File: src/rtl/fir_mac_seq.sv
// Time-multiplexed FIR multiply-accumulate: snapshots the tap vector on start, does one
// signed tap*coef per cycle, then rounds/saturates the sum into a single output sample.
module fir_mac_seq #(
   parameter int DATA_WIDTH = 16,
   parameter int NUM_REGS   = 8,
   parameter int COEF_WIDTH = 16,
   parameter int COEF_FRAC  = 15,
   parameter int ACC_WIDTH  = DATA_WIDTH + COEF_WIDTH + $clog2(NUM_REGS)
) (
   input  logic                           clk,
   input  logic                           rst,
   input  logic                           start,
   input  logic [DATA_WIDTH*NUM_REGS-1:0] pDataIn,
   input  logic                           coefWe,
   input  logic [$clog2(NUM_REGS)-1:0]    coefAddr,
   input  logic [COEF_WIDTH-1:0]          coefData,
   output logic [DATA_WIDTH-1:0]          yOut,
   output logic                           yValid,
   output logic                           busy,
   output logic                           overrun,
   output logic                           coefErr
);

   localparam int AW = $clog2(NUM_REGS);
   localparam int PW = DATA_WIDTH + COEF_WIDTH;
   localparam logic [AW-1:0] LAST_IDX = AW'(NUM_REGS - 1);
   localparam logic signed [ACC_WIDTH-1:0] RND  = ACC_WIDTH'(1) << (COEF_FRAC - 1);
   localparam logic signed [ACC_WIDTH-1:0] YMAX =
      {{(ACC_WIDTH-DATA_WIDTH+1){1'b0}}, {(DATA_WIDTH-1){1'b1}}};
   localparam logic signed [ACC_WIDTH-1:0] YMIN =
      {{(ACC_WIDTH-DATA_WIDTH+1){1'b1}}, {(DATA_WIDTH-1){1'b0}}};

   typedef enum logic [1:0] {S_IDLE, S_MAC, S_DONE} state_t;

   state_t                        r_state;
   state_t                        w_state_next;
   logic signed [DATA_WIDTH-1:0]  r_snap [NUM_REGS];
   logic signed [COEF_WIDTH-1:0]  r_coef [NUM_REGS];
   logic signed [ACC_WIDTH-1:0]   r_acc;
   logic [AW-1:0]                 r_idx;
   logic [DATA_WIDTH-1:0]         r_yout;
   logic                          r_coef_err;
   logic                          r_overrun;
   logic signed [PW-1:0]          w_prod;
   logic signed [ACC_WIDTH-1:0]   w_acc_next;
   logic                          w_in_mac;
   logic                          w_accept;
   logic                          w_addr_ok;
   logic                          w_coef_wr;
   logic                          w_coef_err;

   function automatic logic [DATA_WIDTH-1:0] sat_round(input logic signed [ACC_WIDTH-1:0] a);
      logic signed [ACC_WIDTH-1:0] r;
      r = (a + RND) >>> COEF_FRAC;
      if (r > YMAX)      return YMAX[DATA_WIDTH-1:0];
      else if (r < YMIN) return YMIN[DATA_WIDTH-1:0];
      else               return r[DATA_WIDTH-1:0];
   endfunction

   assign w_in_mac   = (r_state == S_MAC);
   // DONE behaves like IDLE for new starts, enabling back-to-back samples
   assign w_accept   = start && !w_in_mac;
   assign w_addr_ok  = (int'(coefAddr) < NUM_REGS);
   assign w_coef_wr  = coefWe && !w_in_mac && w_addr_ok;
   assign w_coef_err = coefWe && !w_coef_wr;
   assign w_prod     = PW'(r_snap[r_idx]) * PW'(r_coef[r_idx]);
   assign w_acc_next = r_acc + ACC_WIDTH'(w_prod);

   always_ff @(posedge clk or negedge rst) begin
      if (!rst) r_state <= S_IDLE;
      else      r_state <= w_state_next;
   end

   always_comb begin
      w_state_next = r_state;
      case (r_state)
         S_IDLE:  if (start) w_state_next = S_MAC;
         S_MAC:   if (r_idx == LAST_IDX) w_state_next = S_DONE;
         S_DONE:  w_state_next = start ? S_MAC : S_IDLE;
         default: w_state_next = S_IDLE;
      endcase
   end

   always_ff @(posedge clk or negedge rst) begin
      if (!rst) begin
         for (int i = 0; i < NUM_REGS; i++) begin
            r_snap[i] <= '0;
            r_coef[i] <= '0;
         end
         r_acc      <= '0;
         r_idx      <= '0;
         r_yout     <= '0;
         r_coef_err <= 1'b0;
         r_overrun  <= 1'b0;
      end else begin
         if (w_accept) begin
            for (int i = 0; i < NUM_REGS; i++)
               r_snap[i] <= $signed(pDataIn[i*DATA_WIDTH +: DATA_WIDTH]);
            r_acc <= '0;
            r_idx <= '0;
         end else if (w_in_mac) begin
            r_acc <= w_acc_next;
            // idx parks on the last tap so the product mux never sees an out-of-range index
            if (r_idx == LAST_IDX) r_yout <= sat_round(w_acc_next);
            else                   r_idx  <= r_idx + AW'(1);
         end
         if (w_coef_wr) r_coef[coefAddr] <= $signed(coefData);
         r_coef_err <= w_coef_err;
         if (start && w_in_mac) r_overrun <= 1'b1;
      end
   end

   assign yOut    = r_yout;
   assign yValid  = (r_state == S_DONE);
   assign busy    = w_in_mac;
   assign overrun = r_overrun;
   assign coefErr = r_coef_err;

endmodule

File: config.mk
export PLATFORM = sky130hd
export DESIGN_NAME = fir_mac_seq
export DESIGN_NICKNAME = d
export VERILOG_FILES = /design/src/rtl/fir_mac_seq.sv
export SDC_FILE = /design/constraint.sdc
export NUM_CORES = 1
export LEC_CHECK = 0
export CORE_MARGIN = 1.5
export CORE_UTILIZATION = 25
export CTS_BUF_LIST = sky130_fd_sc_hd__clkbuf_16
export DETAILED_ROUTE_END_ITERATION = 10
export PLACE_DENSITY_LB_ADDON = 0.15
export SLEW_MARGIN = 25
export SYNTH_ARGS = -nofsm -noshare
export SYNTH_HDL_FRONTEND = slang
export SYNTH_SLANG_ARGS = --single-unit
File: constraint.sdc
create_clock -name clk -period 9.1 [get_ports clk]
set_input_delay 2.275 -clock clk [delete_from_list [all_inputs] [get_ports clk]]
set_output_delay 2.275 -clock clk [all_outputs]
set_load 0.05 [all_outputs]
==> results summary <==
The run finished with clean final reports. The kind of start point of the critical path is a flop. The net count of the finished layout is 3,079.

The relative area change from synthesis to final layout came out at 22.6%. The largest single stage delay on the critical path is 0.57 ns. Entering global routing, the biggest net connects 159 pins. The worst setup path is captured at a flop. Clock tree synthesis inserted a total of 40 buffers. The normalized max-slew margin is 0.407. The number of different library cells used by synthesis comes to 72. The width of the chip came out at 324 um.

The total setup violations reported at the end of the flow is 0. The largest total area in the synthesized netlist belongs to dfrtp_1. The floorplan step set the die height to 324 um. The clock network latency to the later pin of the worst-skew pair is 0.60 ns. The clock skew came out at 0.0297 ns. The number of hold violations in the final report came to 0. The number of enable flip-flop cells after synthesis came out at 0. In this run the worst hold path is classified as flop to flop. The top cell type's share of synthesized area came out at 0.306.

The placeable core region is 0.102 sq mm. The final antenna diode count came out at 0. The H-tree depth came out at 2. CTS placed an instance of clkbuf_16 at the clock tree root. The post-layout minimum cycle time came out at 8.77 ns. Summed over all layers, the global routing overflow is 0.

The share of the clock period used by the worst path came out at 0.964. After detailed routing, the total wire length is 75,200 um. TritonCTS built the clock tree. In this run the remaining antenna-violating nets after routing total 0. The die area came out at 0.105 sq mm. In the final layout, the share of cells above drive strength 1 is 0.238. The maximum fanout encountered on the critical timing path came out at 14.

In the synthesized netlist the dominant register cell turns out to be dfrtp_1. The first-iteration detailed-routing DRC count is around 700. The sequential-to-total area share from yosys stat is 0.306. The global placement routability congestion is 0.880. For this run, the detailed router's first-pass iteration total came to 4.

The worst hold slack after final layout came out at about 0.45 ns. The data arrival time at the worst-slack endpoint came out at around 9 ns. The via count of the first global-routing pass was 19.4k.

The achievable clock frequency is 114 MHz. The share of synthesized registers carrying an async set or reset came out at 1.00. The area of the mapped netlist is 0.0257 sq mm. The register clock-pin slew on the reported worst setup and hold paths is 0.06 ns. The initial utilization of the core area, before any placement, comes to 0.252. The average wire per standard cell is between 15 and 20 um. The total global routing track utilization came out at 0.147. The count of warnings emitted by yosys is 0. The slowest library cell on the worst path is mux4_2.

The standard-cell row count came out at approximately 120. Pin placement for this block handled 171 I/O pins. After detailed routing, the number of remaining DRC violations is 0. The wire-length estimate of the detail-placed layout is 59,500 um. The synthesized net count is roughly 2.8k. The number of pins with negative max-slew slack in the final report was 0. The via density per instance is 4.42. The critical path is of the flop to flop type. The required time at the worst-slack endpoint is ~9.5 ns. The average footprint of a synthesized cell is 11.5 sq um. The port buffer count is 170. The number of buffers between clock root and the deepest sink came out at 3.

Ranked by total cell area, the synthesized netlist is headed by dfrtp_1 (31%), fa_1 (24%), mux2_2 (12%), mux4_2 (5.6%), ha_1 (5.2%). The detailed router placed 17.3k vias in this run. The total clock sinks came out at 314. The number of antenna violations at the first check in global routing came to 3.

The number of cells produced by synthesis came out at 2,245. In this design, the critical path's most frequently occurring cell is fa_1. The global-route wire length before repair came out at between 100,000 and 150,000 um. After clock tree synthesis, the flow added hold-fix buffers numbering 0. The max capacitance violation total came out at 0.

Counting flops and latches in the post-synthesis netlist gives 314. The transition time at the pin with the least slew margin is ~0.89 ns.
worst max-delay path, delay by kind of cell (launching register included):
kind / cells / cell delay, ns
AOI/OAI and AO/OA: 5 / 1.03
xor gates and xnor gates: 2 / 0.39
adders and majority gates: 7 / 3.35
buffers and inverters: 6 / 0.67
DFF: 1 / 0.54
muxes: 2 / 0.92
and+or+nand+nor: 5 / 1.70
cells by family (layout without fill, tap and decap cells):
family / after synthesis / after routing / synth area share
compound gates: 181 / 181 / 0.0472
simple gates: 473 / 473 / 0.0807
fa+ha+maj: 417 / 417 / 0.293
mux: 375 / 375 / 0.191
xor+xnor: 49 / 49 / 0.0170
flops: 314 / 314 / 0.306
buf+inv: 436 / 731 / 0.0651
sequential cells by signal, summed over array words and instances (netlist names):
| signal | flops |
|---|---|
| r_idx | 3 |
| r_snap | 128 |
| r_coef | 128 |
| r_state | 2 |
| r_acc | 35 |
| overrun | 1 |
| yOut | 16 |
| coefErr | 1 |
worst paths after layout:
kind	endpoint	depth (start not counted)	startpoint	slack (ns)
max in group asynchronous	r_snap[42]	2	rst	5.95
worst min register to register	overrun	1	overrun	0.45
worst max-delay path	yOut[2]	27	r_idx[0]	0.33
worst min-delay path	overrun	1	overrun	0.45
worst max register to register	yOut[2]	27	r_idx[0]	0.33
min in group asynchronous	r_coef[107]	1	rst	1.72
timing repair:
action / in CTS / in global routing
pin swaps: 0 / 6
buffers inserted: 0 / 17
gates resized for setup: 2 / 41
setup endpoints to repair: 14 / 16
cloned: 0 / 2
synthesized netlist by cell type (3+ instances only):
master    instances
a211oi_1         10
a21boi_0          3
a21o_1            9
a21oi_1          45
a221oi_1          4
a31oi_1           5
and2_1            8
and3_1            3
buf_1            15
buf_2             9
clkbuf_1         65
dfrtp_1         314
fa_1            310
ha_1            107
inv_1           342
mux2_2          281
mux2i_1          29
mux4_2           64
nand2_1         183
nand2b_1          7
nand3_1          46
nand4_1          12
nor2_1          162
nor2b_1           7
nor3_1           14
nor4_1            3
o211ai_1         10
o21a_1            5
o21ai_0          44
o21ai_2          11
o21bai_1          4
o221ai_1          3
o31ai_1           5
or2_2             3
or3_1             6
or4_1             4
xnor2_1          33
xor2_1           15
through the flow:
step,instance area (sq um),setup WS (ns),std cells,TNS [ns],util
2_1_floorplan,25700,0.000689,2245,0,-
3_3_place_gp,29800,-0.152,3818,-1.34,0.293
3_5_place_dp,29800,-0.197,3818,-1.94,0.293
4_1_cts,31100,0.0680,3889,0,0.306
5_1_grt,31500,-0.000275,3908,-0.000275,0.309
6_report,31500,0.328,3908,0,0.309
cell usage in the layout (no fill, tap or decap), types with 15 or more instances in the layout:
cell type / instances
mux2_2: 274
nand3_1: 46
xor2_1: 15
inv_1: 346
mux2i_1: 24
xnor2_1: 33
dfrtp_1: 311
o21ai_0: 40
fa_1: 310
buf_4: 130
ha_1: 101
a21oi_1: 41
mux4_2: 64
nor2_1: 162
clkdlybuf4s50_1: 169
clkbuf_16: 42
nand2_1: 182
final cells by class:
cell class | count | area (sq um)
Fill cell | 10600 | 70400
Multi-Input combinational cell | 1495 | 16400
Sequential cell | 314 | 7870
Timing Repair Buffer | 317 | 3010
Tap cell | 1368 | 1710
Inverter | 343 | 1290
Clock buffer | 40 | 1000
Clock inverter | 31 | 295
routing by layer:
layer	global-route usage	vias up	part of all wire
met5	0	-	0.00045
met4	0.0383	6	0.022
met3	0.0235	89	0.041
met2	0.231	334	0.45
met1	0.210	8930	0.48
li1	-	7926	-
Power is left out: the tool's default activity adds up to more than one toggle a clock period on the data nets, which glitch-free logic cannot reach.
